===== src/rtl/multicycle_main_controller_pkg.sv =====
// Shared definitions for the multi-cycle main controller: opcodes, FSM states,
// ALU select encodings and the opcode class bundle.
package ctrl_pkg;

  localparam logic [6:0] OP_R      = 7'b0110011;
  localparam logic [6:0] OP_I      = 7'b0010011;
  localparam logic [6:0] OP_LOAD   = 7'b0000011;
  localparam logic [6:0] OP_STORE  = 7'b0100011;
  localparam logic [6:0] OP_BRANCH = 7'b1100011;
  localparam logic [6:0] OP_JAL    = 7'b1101111;

  // {Alu1, Alu0}
  localparam logic [1:0] ALU_ADD    = 2'b00;
  localparam logic [1:0] ALU_BRANCH = 2'b01;
  localparam logic [1:0] ALU_FUNCT  = 2'b10;

  typedef enum logic [2:0] {
    S_FETCH,
    S_DECODE,
    S_EXEC,
    S_MEM,
    S_WB,
    S_TRAP
  } state_e;

  typedef struct packed {
    logic r;
    logic i;
    logic load;
    logic store;
    logic branch;
    logic jal;
    logic illegal;
  } op_class_t;

endpackage


===== src/rtl/multicycle_main_controller_if.sv =====
// Instruction/data memory handshake and datapath control bundle of the
// multi-cycle main controller.
interface multicycle_main_controller_if #(
  parameter int unsigned OPCODE_W = 7
);
  logic [OPCODE_W-1:0] Opcode;
  logic instr_valid;
  logic mem_ready;
  logic trap_clr;

  logic fetch_req;
  logic IRWrite;
  logic PCWrite;
  logic RegWrite;
  logic MemWrite;
  logic MemRead;
  logic Branch;
  logic ALUSrc;
  logic Alu0;
  logic Alu1;
  logic jump;
  logic trap;
  logic trap_cause;

  modport slave (
    input  Opcode, instr_valid, mem_ready, trap_clr,
    output fetch_req, IRWrite, PCWrite, RegWrite, MemWrite, MemRead, Branch, ALUSrc,
           Alu0, Alu1, jump, trap, trap_cause
  );

  modport master (
    output Opcode, instr_valid, mem_ready, trap_clr,
    input  fetch_req, IRWrite, PCWrite, RegWrite, MemWrite, MemRead, Branch, ALUSrc,
           Alu0, Alu1, jump, trap, trap_cause
  );
endinterface


===== src/rtl/multicycle_main_controller_decode.sv =====
// Pure combinational opcode classifier: one-hot class bits plus an illegal flag.
module opcode_class_decode
  import ctrl_pkg::*;
#(
  parameter int unsigned OPCODE_W = 7
) (
  input  logic [OPCODE_W-1:0] op_i,
  output op_class_t           class_o
);

  logic hi_zero;

  // Bits above the 7-bit opcode field must be zero for a legal opcode.
  if (OPCODE_W > 7) begin : g_hi
    assign hi_zero = ~|op_i[OPCODE_W-1:7];
  end else begin : g_no_hi
    assign hi_zero = 1'b1;
  end

  always_comb begin
    class_o = '0;
    if (!hi_zero) begin
      class_o.illegal = 1'b1;
    end else begin
      case (op_i[6:0])
        OP_R:      class_o.r       = 1'b1;
        OP_I:      class_o.i       = 1'b1;
        OP_LOAD:   class_o.load    = 1'b1;
        OP_STORE:  class_o.store   = 1'b1;
        OP_BRANCH: class_o.branch  = 1'b1;
        OP_JAL:    class_o.jal     = 1'b1;
        default:   class_o.illegal = 1'b1;
      endcase
    end
  end

endmodule


===== src/rtl/multicycle_main_controller.sv =====
// Multi-cycle main controller: FETCH/DECODE/EXEC/MEM/WB sequencing with ready
// handshakes, a MEM wait timeout and a sticky trap state.
module multicycle_main_controller
  import ctrl_pkg::*;
#(
  parameter int unsigned OPCODE_W    = 7,
  parameter int unsigned MEM_TIMEOUT = 15
) (
  input logic                          clk,
  input logic                          reset,
  multicycle_main_controller_if.slave  bus
);

  localparam int unsigned    CntW     = (MEM_TIMEOUT > 0) ? $clog2(MEM_TIMEOUT + 1) : 1;
  localparam logic [CntW-1:0] CntLimit = (MEM_TIMEOUT > 0) ? CntW'(MEM_TIMEOUT - 1) : '0;

  state_e              state_q, state_d;
  logic [OPCODE_W-1:0] op_q, op_d;
  logic [CntW-1:0]     cnt_q, cnt_d;
  logic                cause_q, cause_d;
  op_class_t           cls;

  opcode_class_decode #(
    .OPCODE_W (OPCODE_W)
  ) u_decode (
    .op_i    (op_q),
    .class_o (cls)
  );

  always_ff @(posedge clk or posedge reset) begin
    if (reset) begin
      state_q <= S_FETCH;
      op_q    <= '0;
      cnt_q   <= '0;
      cause_q <= 1'b0;
    end else begin
      state_q <= state_d;
      op_q    <= op_d;
      cnt_q   <= cnt_d;
      cause_q <= cause_d;
    end
  end

  always_comb begin
    state_d = state_q;
    op_d    = op_q;
    cnt_d   = cnt_q;
    cause_d = cause_q;
    unique case (state_q)
      S_FETCH: begin
        if (bus.instr_valid) begin
          op_d    = bus.Opcode;
          state_d = S_DECODE;
        end
      end
      S_DECODE: begin
        if (cls.illegal) begin
          state_d = S_TRAP;
          cause_d = 1'b0;
        end else begin
          state_d = S_EXEC;
        end
      end
      S_EXEC: begin
        if (cls.r || cls.i) begin
          state_d = S_WB;
        end else if (cls.load || cls.store) begin
          state_d = S_MEM;
          cnt_d   = '0;
        end else begin
          state_d = S_FETCH;
        end
      end
      S_MEM: begin
        // A completing access wins over a timeout reached in the same cycle.
        if (bus.mem_ready) begin
          state_d = cls.load ? S_WB : S_FETCH;
        end else if ((MEM_TIMEOUT != 0) && (cnt_q == CntLimit)) begin
          state_d = S_TRAP;
          cause_d = 1'b1;
        end else begin
          cnt_d = cnt_q + CntW'(1);
        end
      end
      S_WB: state_d = S_FETCH;
      S_TRAP: begin
        if (bus.trap_clr) begin
          state_d = S_FETCH;
          cause_d = 1'b0;
        end
      end
      default: state_d = S_FETCH;
    endcase
  end

  always_comb begin
    bus.fetch_req  = 1'b0;
    bus.IRWrite    = 1'b0;
    bus.PCWrite    = 1'b0;
    bus.RegWrite   = 1'b0;
    bus.MemWrite   = 1'b0;
    bus.MemRead    = 1'b0;
    bus.Branch     = 1'b0;
    bus.ALUSrc     = 1'b0;
    bus.Alu0       = 1'b0;
    bus.Alu1       = 1'b0;
    bus.jump       = 1'b0;
    bus.trap       = 1'b0;
    bus.trap_cause = cause_q;
    unique case (state_q)
      S_FETCH: begin
        bus.fetch_req = 1'b1;
        bus.IRWrite   = bus.instr_valid & ~reset;
        bus.PCWrite   = bus.instr_valid & ~reset;
      end
      S_EXEC: begin
        if (cls.r || cls.i)  {bus.Alu1, bus.Alu0} = ALU_FUNCT;
        else if (cls.branch) {bus.Alu1, bus.Alu0} = ALU_BRANCH;
        else                 {bus.Alu1, bus.Alu0} = ALU_ADD;
        bus.ALUSrc   = cls.i | cls.load | cls.store;
        bus.Branch   = cls.branch;
        bus.jump     = cls.jal;
        bus.RegWrite = cls.jal;
      end
      S_MEM: begin
        bus.MemRead  = cls.load;
        bus.MemWrite = cls.store;
        bus.ALUSrc   = 1'b1;
      end
      S_WB:    bus.RegWrite = 1'b1;
      S_TRAP:  bus.trap     = 1'b1;
      default: ;
    endcase
  end

endmodule


===== src/flat_wrapper.sv =====
// flat-port wrapper written by rule: the top's interface ports become plain ports
module multicycle_main_controller_flat import ctrl_pkg::*;
#(
  parameter int unsigned OPCODE_W    = 7,
  parameter int unsigned MEM_TIMEOUT = 15
)
  (clk, reset, bus_Opcode, bus_instr_valid, bus_mem_ready, bus_trap_clr, bus_fetch_req, bus_IRWrite, bus_PCWrite, bus_RegWrite, bus_MemWrite, bus_MemRead, bus_Branch, bus_ALUSrc, bus_Alu0, bus_Alu1, bus_jump, bus_trap, bus_trap_cause);
  multicycle_main_controller_if #(.OPCODE_W(OPCODE_W)) bus_i ();
  input logic clk;
  input logic reset;
  input wire logic [$bits(bus_i.Opcode)-1:0] bus_Opcode;
  input wire logic [$bits(bus_i.instr_valid)-1:0] bus_instr_valid;
  input wire logic [$bits(bus_i.mem_ready)-1:0] bus_mem_ready;
  input wire logic [$bits(bus_i.trap_clr)-1:0] bus_trap_clr;
  output wire logic [$bits(bus_i.fetch_req)-1:0] bus_fetch_req;
  output wire logic [$bits(bus_i.IRWrite)-1:0] bus_IRWrite;
  output wire logic [$bits(bus_i.PCWrite)-1:0] bus_PCWrite;
  output wire logic [$bits(bus_i.RegWrite)-1:0] bus_RegWrite;
  output wire logic [$bits(bus_i.MemWrite)-1:0] bus_MemWrite;
  output wire logic [$bits(bus_i.MemRead)-1:0] bus_MemRead;
  output wire logic [$bits(bus_i.Branch)-1:0] bus_Branch;
  output wire logic [$bits(bus_i.ALUSrc)-1:0] bus_ALUSrc;
  output wire logic [$bits(bus_i.Alu0)-1:0] bus_Alu0;
  output wire logic [$bits(bus_i.Alu1)-1:0] bus_Alu1;
  output wire logic [$bits(bus_i.jump)-1:0] bus_jump;
  output wire logic [$bits(bus_i.trap)-1:0] bus_trap;
  output wire logic [$bits(bus_i.trap_cause)-1:0] bus_trap_cause;
  assign bus_i.Opcode = bus_Opcode;
  assign bus_i.instr_valid = bus_instr_valid;
  assign bus_i.mem_ready = bus_mem_ready;
  assign bus_i.trap_clr = bus_trap_clr;
  assign bus_fetch_req = bus_i.fetch_req;
  assign bus_IRWrite = bus_i.IRWrite;
  assign bus_PCWrite = bus_i.PCWrite;
  assign bus_RegWrite = bus_i.RegWrite;
  assign bus_MemWrite = bus_i.MemWrite;
  assign bus_MemRead = bus_i.MemRead;
  assign bus_Branch = bus_i.Branch;
  assign bus_ALUSrc = bus_i.ALUSrc;
  assign bus_Alu0 = bus_i.Alu0;
  assign bus_Alu1 = bus_i.Alu1;
  assign bus_jump = bus_i.jump;
  assign bus_trap = bus_i.trap;
  assign bus_trap_cause = bus_i.trap_cause;
  multicycle_main_controller #(.OPCODE_W(OPCODE_W), .MEM_TIMEOUT(MEM_TIMEOUT)) u_core (.clk(clk), .reset(reset), .bus(bus_i));
endmodule

===== config.mk =====
export PLATFORM = sky130hd
export DESIGN_NAME = multicycle_main_controller_flat
export DESIGN_NICKNAME = d
export VERILOG_FILES = /design/src/rtl/multicycle_main_controller_pkg.sv /design/src/rtl/multicycle_main_controller_if.sv /design/src/rtl/multicycle_main_controller_decode.sv /design/src/rtl/multicycle_main_controller.sv /design/src/flat_wrapper.sv
export SDC_FILE = /design/constraint.sdc
export NUM_CORES = 1
export LEC_CHECK = 0
export CELL_PAD_IN_SITES_DETAIL_PLACEMENT = 0
export CELL_PAD_IN_SITES_GLOBAL_PLACEMENT = 2
export CORE_UTILIZATION = 30
export DETAILED_ROUTE_END_ITERATION = 10
export PLACE_DENSITY_LB_ADDON = 0.15
export SLEW_MARGIN = 10
export SYNTH_ARGS = -nofsm -noshare
export SYNTH_HDL_FRONTEND = slang
export SYNTH_SLANG_ARGS = --single-unit

===== constraint.sdc =====
create_clock -name clk -period 4.8 [get_ports clk]
set_input_delay 0.72 -clock clk [delete_from_list [all_inputs] [get_ports clk]]
set_output_delay 0.72 -clock clk [all_outputs]
set_load 0.005 [all_outputs]

==> impl_metrics.py, run 1 <==
metrics = {
    "status": {
        "outcome": "complete, no violations",
    },
    "route": {
        "vias_per_cell": 4.99,
        "ant_nets": 0,
        "drcViolationCount": 0,
        "dr.pass1.iters": 4,
        "routed_wl_um": 2230,
        "dr.first_iter.drc_count": 19,
        "vias": 868,
        "wl_per_cell_um": 12.8,
    },
    "place": {
        "place_area_mm2": 0.00122,
        "place_inst": 170,
        "io_buffers": 24,
        "gp_congestion": 0.776,
        "dp_hpwl_um": 1730,
        "dp_slack_ns": 1.97,
    },
    "clocking": {
        "cts_hold_buf": 0,
        "clock-sinks": 15,
        "htree_levels": 1,
        "root_buffer": "clkbuf_4",
        "clock_latency_ns": 0.28,
        "postCtsResizedCells": 0,
        "cts_buffers": 3,
        "clkTransAtPathRegs_ns": 0.09,
        "cts_tree": "yes",
        "cts_setup_buffers": 0,
        "max-clock-path-buffers": 2,
    },
    "final_layout": {
        "stdcell_count": 174,
        "layout-drive-gt1-share_pct": 13.8,
        "seq_area_um2": 375,
        "antenna_cells": 0,
        "finalInstanceArea_mm2": 0.00125,
        "fin_nets": 145,
        "multiInputGateArea_um2": 518,
        "syn_to_final_growth_pct": 30.2,
        "nFillCells": 332,
    },
    "power": {
        "finalPower_mw": 0.564,
        "seqPwrFrac_pct": 44.8,
        "irDropWorstVdd_mv": 0.257,
        "power_switching_mw": 0.230,
        "power.leakage_nw": 0.506,
        "p_sw_share_pct": 40.8,
        "clock_power_share_pct": 12.5,
        "combPwrFrac_pct": 42.7,
        "p_per_area_mw_per_mm2": 451,
        "internal_power_mw": 0.334,
    },
    "worst_hold_path": {
        "worstHoldPathCells": 1,
        "hold_path_class": "reg2reg",
        "worstHoldStart": "u_core.cnt_q[0]",
        "min_to": "u_core.cnt_q[0]",
    },
    "sta": {
        "slew_headroom_pct": 60.4,
        "fmax_ghz": 0.329,
        "postLayoutSetupSlackWorst_ns": 1.76,
        "setup_tns_ns": 0,
        "period_share_pct": 63.3,
        "rsz0062_at_grt": "false",
        "worst_slew_pin_slew_ns": 0.591,
        "timing.final.crit_period_ns": 3.04,
        "skew_ns": 0.00576,
        "setup_viol": 0,
        "hold_viol": 0,
        "drv_slew": 0,
    },
    "synth": {
        "netlist_area_um2": 960,
        "synth.distinct_cells": 37,
        "yosysSeqAreaShare_pct": 39.1,
        "syn_nets": 121,
        "ys_ff_latch": 15,
        "synthCells": 107,
        "synth_edf_count": 0,
        "ys_async_sr_fraction_pct": 100,
        "yosysWarnings": 0,
        "syn_area_per_cell_um2": 8.97,
        "synth_top_flop_cell": "dfrtp_1",
    },
    "critical_path": {
        "worstSetupPathType": "reg2out",
        "crit_fanout": 11,
        "reg2reg_slack_ns": 2.89,
        "r2r_cells": 6,
        "cp-end-kind": "output port",
        "worstSetupStartpointType": "flip-flop",
        "r2r-end": "u_core.cnt_q[1]",
        "crit_arrival_ns": 2.32,
        "crit_required_ns": 4.08,
        "reg2reg_from": "u_core.cnt_q[0]",
    },
    "floorplanning": {
        "start_util_pct": 31.4,
        "fp.coreArea_mm2": 0.00305,
        "die_w_um": 58.6,
        "num_io_pins": 25,
        "dieArea_mm2": 0.00343,
        "die_y_um": 58.6,
        "num_rows": 20,
    },
    "global_route": {
        "first_global_vias": 828,
        "grt_max_degree": 17,
        "antenna_found_initial": 0,
        "grt_usage_pct": 14.8,
        "grt_pass1_wl_um": 3740,
        "grt-ovfl-total": 0,
    },
    "job": {
        "maxCapViolCount": 0,
    },
}
-- worst max-delay path: stages (launching register included) --
cell             delay [ns]
dfrtp_1                0.48
and2b_1                0.43
nand3_2                0.12
or4_4                  0.45
inv_1                  0.07
clkdlybuf4s50_1        0.49
-- state kept, by name, summed over array words and instances (netlist names) --
| name | flops |
|---|---|
| u_core.op_q | 7 |
| u_core.state_q | 3 |
| u_core.cnt_q | 4 |
| u_core.bus.trap_cause | 1 |
-- layout make-up --
| class | count | area share (%) |
|---|---|---|
| clock buffers | 3 | 1.80 |
| clock inverters | 1 | 0.400 |
| inverters | 7 | 2.10 |
| multi-input cells | 79 | 41.4 |
| flip-flops and latches | 15 | 30.0 |
| well taps | 44 | 4.40 |
| repair buffers | 25 | 19.8 |
-- cells in the mapped netlist, drive strengths merged, types with 2 or more instances --
master	n	share of area, %
a21oi	5	2.6
a31oi	4	2.6
and2	2	1.3
and3	2	1.3
buf	5	3.8
dfrtp	15	39
ha	2	2.6
inv	7	2.7
mux2	7	8.2
nand2	8	3.1
nand3	5	3.1
nand4	2	1.3
nor2	11	4.3
nor3	9	5.2
o211ai	2	1.6
o21ai	3	1.6
or4	2	2.0
xor2	2	1.8
-- how the worst max path moves through the flow --
| stage | startpoint | end | cells after the start |
|---|---|---|---|
| 2_1_floorplan | reset | bus_PCWrite | 3 |
| 3_3_place_gp | reset | bus_IRWrite | 5 |
| 3_5_place_dp | reset | bus_IRWrite | 5 |
| 4_1_cts | u_core.state_q[2] | bus_MemRead | 5 |
| 5_1_grt | u_core.state_q[2] | bus_MemRead | 5 |
| 6_report | u_core.state_q[2] | bus_MemRead | 5 |
-- layer usage --
metal	up-vias	share of wire, %	GRT usage (%)
met4	0	1.3	7.14
met2	14	50	24.6
met3	4	1.8	1.32
li1	429	-	-
met1	421	47	19.3
met5	-	0	0
-- power groups by stage --
stage / Sequential [mW] / Clock (mW) / Combinational (mW)
final: 0.253 / 0.0704 / 0.241
after global routing: 0.268 / 0.0787 / 0.266
after CTS: 0.253 / 0.0739 / 0.243
after detailed placement: 0.256 / 0 / 0.242
after global placement: 0.256 / 0 / 0.242
after floorplan: 0.220 / 0 / 0.197
-- placed cells by master (no fill, tap or decap), drive strengths merged, types with 2 or more instances in the layout --
| cell | instances |
|---|---|
| a31oi | 4 |
| o21ai | 3 |
| and2 | 2 |
| and3 | 2 |
| nor2 | 11 |
| clkdlybuf4s50 | 24 |
| nand2 | 8 |
| dfrtp | 15 |
| xor2 | 2 |
| inv | 7 |
| ha | 2 |
| nor3 | 9 |
| mux2 | 7 |
| nand3 | 5 |
| or4 | 2 |
| clkbuf | 3 |
| a21oi | 5 |
| o211ai | 2 |
| nand4 | 2 |
-- kinds of logic (layout without fill, tap and decap cells) --
kind of cell | count (synthesis) | after routing | synth area share, %
and+or+nand+nor | 49 | 49 | 27.9
AOI/OAI and AO/OA | 19 | 19 | 13.4
DFF | 15 | 15 | 39.1
buffers and inverters | 13 | 36 | 6.91
muxes | 7 | 7 | 8.21
adders and majority gates | 2 | 2 | 2.61
xor gates and xnor gates | 2 | 2 | 1.83
-- stage by stage --
stage | util [%] | hold WS (ns)
3_5_place_dp | 40.0 | 0.536
2_1_floorplan | - | 0.491
3_3_place_gp | 40.0 | 0.516
4_1_cts | 40.9 | 0.550
5_1_grt | 40.9 | 0.593
6_report | 40.9 | 0.548
No activity file was read; power rests on OpenSTA's default activity.
==> inputs of run 2 (changes only) <==
--- a/config.mk
+++ b/config.mk
@@ -7,7 +7,7 @@
 export LEC_CHECK = 0
 export CELL_PAD_IN_SITES_DETAIL_PLACEMENT = 0
 export CELL_PAD_IN_SITES_GLOBAL_PLACEMENT = 2
-export CORE_UTILIZATION = 30
+export CORE_UTILIZATION = 28
 export DETAILED_ROUTE_END_ITERATION = 10
 export PLACE_DENSITY_LB_ADDON = 0.15
 export SLEW_MARGIN = 10
==> constraint.sdc (replaced) <==
create_clock -name clk -period 2.9 [get_ports clk]
set_input_delay 0.435 -clock clk [delete_from_list [all_inputs] [get_ports clk]]
set_output_delay 0.435 -clock clk [all_outputs]
set_load 0.005 [all_outputs]
==> impl_metrics.py, run 2 (synthesized netlist as in run 1, its figures left out) <==
metrics = {
    "final_layout": {
        "layout_common_cells": "clkdlybuf4s50_1, dfrtp_1, nor2_1, nor3_1, nand2_1",
        "layout-drive-gt1-share_pct": 13.1,
        "syn_to_final_growth_pct": 30.1,
        "top_register": "u_core.op_q",
        "stdcell_count": 174,
        "top_regs": "u_core.op_q x7, u_core.cnt_q x4, u_core.state_q x3",
        "nFillCells": 339,
        "layout_commonest_cell": "clkdlybuf4s50_1",
        "antenna_cells": 0,
        "largest_reg_flops": 7,
        "fin_nets": 145,
    },
    "route": {
        "wl_per_cell_um": 14.1,
        "dr.pass1.iters": 4,
        "drcViolationCount": 0,
        "vias": 876,
        "routed_wl_um": 2460,
        "ant_nets": 0,
        "dr.first_iter.drc_count": 29,
        "vias_per_cell": 5.03,
    },
    "power": {
        "irDropWorstVdd_mv": 0.351,
        "power.leakage_nw": 0.504,
        "p_per_area_mw_per_mm2": 757,
    },
    "clocking": {
        "cts_setup_buffers": 0,
        "clock_latency_ns": 0.28,
        "cts_buffers": 3,
        "cts_tree": "yes",
        "clock-sinks": 15,
        "clkTransAtPathRegs_ns": 0.09,
        "max-clock-path-buffers": 2,
        "htree_levels": 1,
        "cts_hold_buf": 0,
        "postCtsResizedCells": 0,
        "root_buffer": "clkbuf_4",
    },
    "global_route": {
        "antenna_found_initial": 0,
        "grt_max_degree": 16,
        "grt_pass1_wl_um": 4110,
        "grt-ovfl-total": 0,
        "first_global_vias": 829,
        "grt_usage_pct": 15.5,
    },
    "sta": {
        "setup_tns_ns": 0,
        "slew_headroom_pct": 53.5,
        "rsz0062_at_grt": "false",
        "setup_viol": 0,
        "hold_viol": 0,
        "timing.final.crit_period_ns": 2.75,
        "fmax_ghz": 0.363,
        "drv_slew": 0,
        "postLayoutSetupSlackWorst_ns": 0.148,
        "skew_ns": 0.00770,
        "period_share_pct": 94.9,
        "worst_slew_pin_slew_ns": 0.688,
    },
    "floorplanning": {
        "num_rows": 20,
        "start_util_pct": 30.4,
        "die_w_um": 60.5,
        "die_y_um": 60.5,
        "fp.coreArea_mm2": 0.00315,
        "dieArea_mm2": 0.00367,
        "num_io_pins": 25,
    },
    "place": {
        "place_inst": 170,
        "io_buffers": 24,
        "dp_slack_ns": 0.467,
        "dp_hpwl_um": 1900,
        "gp_congestion": 0.724,
    },
    "worst_hold_path": {
        "hold_path_class": "in2async",
    },
    "critical_path": {
        "cpLargestDelayFamily": "simple AND/OR/NAND/NOR gates",
        "reg2reg_from": "u_core.cnt_q[0]",
        "r2r-end": "u_core.cnt_q[1]",
        "path_depth": 5,
        "crit_buf_inv": 2,
        "startpoint": "u_core.state_q[2]",
        "reg2reg_slack_ns": 1.01,
        "crit_required_ns": 2.47,
        "r2r_cells": 6,
        "crit_path_top_delay_cell": "dfrtp_1",
        "crit_arrival_ns": 2.32,
        "worstSetupPathType": "reg2out",
        "crit_fanout": 11,
        "critPathCapture": "bus_MemRead",
        "slowest_delay_ns": 0.49,
        "worstSetupStartpointType": "flip-flop",
        "cp-end-kind": "output port",
        "cp_cell_sequence": "and2b_1 -> nand3_2 -> or4_4 -> inv_1 -> clkdlybuf4s50_1",
    },
    "status": {
        "outcome": "complete, no violations",
    },
    "job": {
        "maxCapViolCount": 0,
    },
}
-- run 2: cell types whose count changed in the layout (fill, tap and decap cells not counted), sizes merged --
cell	change
clkbuf	+1
clkinv	-1
-- run 2: how the worst min path moves through the flow --
stage | cells past startpoint | end | slack [ns] | startpoint
final | 3 | u_core.cnt_q[0] | 0.50 | reset
after global routing | 3 | u_core.state_q[0] | 0.52 | reset
after CTS | 3 | u_core.cnt_q[1] | 0.53 | reset
after detailed placement | 1 | u_core.cnt_q[0] | 0.52 | u_core.cnt_q[0]
after global placement | 2 | u_core.bus.trap_cause | 0.51 | u_core.bus.trap_cause
after floorplan | 1 | u_core.bus.trap_cause | 0.34 | reset
-- run 2: power breakdown --
| group | internal (mW) | switching [mW] |
|---|---|---|
| sequential | 0.289 | 0.135 |
| combinational | 0.211 | 0.192 |
| clock | 0.0534 | 0.0651 |
| total | 0.553 | 0.391 |
-- run 2: routing by layer --
layer  wire length (um)  track usage [%]
met2               1240             26.2
met5                  0                0
met4                 14             3.90
met1               1080             19.7
met3                127             4.05
-- run 2: worst min-delay path: stages --
cell,delay [ns]
clkdlybuf4s50_1,0.40
inv_1,0.08
buf_4,0.24
-- run 2: stage by stage --
stage / hold WS, ns / cell area (um^2) / utilization (%) / power (mW)
after floorplan: 0.342 / 960 / - / 0.690
after global placement: 0.513 / 1220 / 38.8 / 0.829
after detailed placement: 0.523 / 1220 / 38.8 / 0.832
after CTS: 0.526 / 1250 / 39.6 / 0.952
after global routing: 0.516 / 1250 / 39.6 / 1.03
final: 0.498 / 1250 / 39.6 / 0.945
-- run 2: layout make-up --
type / instances / area, um^2 / share of cell area (%)
clock buffer: 4 / 26.3 / 2.10
inverter: 7 / 26.3 / 2.10
multi-input combinational: 79 / 518 / 41.5
sequential: 15 / 375 / 30.1
tap: 44 / 55.1 / 4.41
timing repair buffer: 25 / 248 / 19.8
==> patch, RTL diff (config.mk and constraints of run 1) <==
`OPCODE_W` is set to 7 in 4 places; all go to 14.
--- a/src/rtl/multicycle_main_controller_if.sv
+++ b/src/rtl/multicycle_main_controller_if.sv
@@ -2,5 +2,5 @@
 // multi-cycle main controller.
 interface multicycle_main_controller_if #(
-  parameter int unsigned OPCODE_W = 7
+  parameter int unsigned OPCODE_W = 14
 );
   logic [OPCODE_W-1:0] Opcode;
--- a/src/rtl/multicycle_main_controller_decode.sv
+++ b/src/rtl/multicycle_main_controller_decode.sv
@@ -3,5 +3,5 @@
   import ctrl_pkg::*;
 #(
-  parameter int unsigned OPCODE_W = 7
+  parameter int unsigned OPCODE_W = 14
 ) (
   input  logic [OPCODE_W-1:0] op_i,
--- a/src/rtl/multicycle_main_controller.sv
+++ b/src/rtl/multicycle_main_controller.sv
@@ -4,5 +4,5 @@
   import ctrl_pkg::*;
 #(
-  parameter int unsigned OPCODE_W    = 7,
+  parameter int unsigned OPCODE_W    = 14,
   parameter int unsigned MEM_TIMEOUT = 15
 ) (
--- a/src/flat_wrapper.sv
+++ b/src/flat_wrapper.sv
@@ -2,5 +2,5 @@
 module multicycle_main_controller_flat import ctrl_pkg::*;
 #(
-  parameter int unsigned OPCODE_W    = 7,
+  parameter int unsigned OPCODE_W    = 14,
   parameter int unsigned MEM_TIMEOUT = 15
 )
Ports: changed (resized bus_Opcode); port bits go from 25 to 32. The function was not compared with the original's and may differ.
==> patch against run 1 <==
Synthesized area grew 33%; via count up 18%; sequential cell count rose by 7; power grew 39%; wire length up 26%; critical path depth did not move; setup slack worse by 54 ps; design area is 35% higher; combinational power rose by 11%.
==> patch: results (changes against run 1) <==
Layout
  • Ratio of cells with drive above 1 in the final layout: 11.1% (-2.7 points)
  • Filler Cell Count: 401 (+21%)
  • Layout net count: 175 (+21%)
  • Largest registers: u_core.op_q (14), u_core.cnt_q (4), u_core.state_q (3)

Clock network
  • Insertion delay of the later-clocked pin in the worst-skew pair: 260 ps (-20 ps)
  • Post-CTS Setup Bufs: 0 (unchanged)
  • Maximum root-to-sink buffer count: 2 (unchanged)
  • Post-CTS resize count: 0 (unchanged)
  • Clock root cell: clkbuf_8

Yosys
  • Top cells by area in the synthesized netlist: dfrtp_1, mux2_1, mux2_2, nor3_1, nor3b_1
  • Synth unique cells: 43 (+16%)
  • Dominant register cell in the synthesized netlist: dfrtp_1
  • Most numerous cell types in the synthesized netlist: dfrtp_1, nor3_1, mux2_1, mux2_2, nor2_1
  • Synthesized net count: 144 (+19%)
  • Warnings from Yosys: 0 (unchanged)
  • Fraction of the yosys area taken by sequential cells: 43.3% (+4.2 points)
  • Share of flip-flops with an asynchronous set or reset after synthesis: 100% (unchanged)

Routing
  • Starting DRC count in detailed routing: 38 (+19)
  • Initial DRT Pass Iterations: 4 (unchanged)
  • Routed wire length: 2810 um (+26%)
  • Post-detailed-route via-to-cell ratio: 5.05 (+1.2%)

GRT
  • Total Routing Usage GR: 13.6% (-1.2 points)
  • Vias in the first global route: 977 (+18%)
  • Pin count of the biggest net entering global routing: 24 (+7)
  • Global-route wire length before repair: 4550 um (+22%)

Timing
  • Max_slew headroom: 54.2% (-6.2 points)
  • Post-layout minimum cycle time: 3090 ps (+53.8 ps)
  • Skew final: 1.73 ps (-4.03 ps)

Placed design
  • Half-perimeter wire length of the detailed placement result: 2110 um (+22%)
  • Routability congestion estimate: 0.733 (-5.6%)
  • Number of port buffers: 31 (+29%)

Pwr
  • Max VDD drop: 189 uV (-27%)
  • Leak Pwr: 0.000665 uW (+31%)

Status
  • Result of the run: finished, final reports clean

Worst setup path
  • Worst path arrival time: 2370 ps (+50 ps)
  • Max FO, Critical Path: 3 (-8)
==> patch: cell types whose count changed in the layout (fill, tap and decap cells not counted), sizes merged, moves of 4 or more <==
cell,before,now
clkdlybuf4s50,24,31
dfrtp,15,22
mux2,7,13
nor2,11,7
nor3b,1,5
==> patch: metrics by stage <==
stage / power [uW] / hold slack [ps] / setup slack (ps) / area [um2] / cells
2_1_floorplan: 534 / 473 / 2480 / 1270 / 123
3_3_place_gp: 616 / 492 / 1910 / 1620 / 199
3_5_place_dp: 623 / 506 / 1890 / 1620 / 199
4_1_cts: 798 / 525 / 1670 / 1690 / 203
5_1_grt: 855 / 546 / 1490 / 1690 / 203
6_report: 786 / 519 / 1710 / 1690 / 203
==> patch: logic make-up after synthesis <==
family	count (synthesis)	share of synthesized area, %
buf+inv	10	3.83
simple gates	52	26.1
fa+ha+maj	2	1.97
mux	14	12.3
flops	22	43.3
compound gates	21	11.2
xor+xnor	2	1.38
==> patch: cell type report <==
| class | count | area share (%) |
|---|---|---|
| multi-input cells | 91 | 39.8 |
| flip-flops and latches | 22 | 32.6 |
| repair buffers | 32 | 18.8 |
| well taps | 50 | 3.70 |
| clock buffers | 3 | 2.44 |
| clock inverters | 1 | 1.78 |
| inverters | 4 | 0.888 |
==> patch: path summary, 6_finish.rpt <==
check | slack [ps] | startpoint | to | depth (start not counted)
max in group asynchronous | 3780 | reset | u_core.op_q[2] | 3
max | 1710 | u_core.op_q[10] | bus_MemWrite | 5
min in group asynchronous | 790 | reset | u_core.op_q[8] | 3
min reg2reg | 520 | u_core.op_q[8] | u_core.op_q[8] | 1
max reg2reg | 2800 | u_core.state_q[0] | u_core.op_q[7] | 3
min | 520 | u_core.op_q[8] | u_core.op_q[8] | 1
==> patch: power breakdown <==
group          leakage, uW  internal (uW)  switching (uW)
clock            0.0000357            111            59.9
combinational     0.000356            156             112
sequential        0.000274            254            92.7
==> patch: critical path, stage by stage (launching register included) <==
cell	delay, ps
dfrtp_1	420
nor4_4	310
nand2_2	110
or4_4	560
nor3_1	180
clkdlybuf4s50_1	530
==> patch: layer usage <==
metal / vias up / share of wire (%) / track usage [%]
li1: 512 / - / -
met1: 486 / 49 / 19.2
met2: 25 / 46 / 20.6
met3: 2 / 4.2 / 2.23
met4: 0 / 0.75 / 4.79
met5: - / 0 / 0
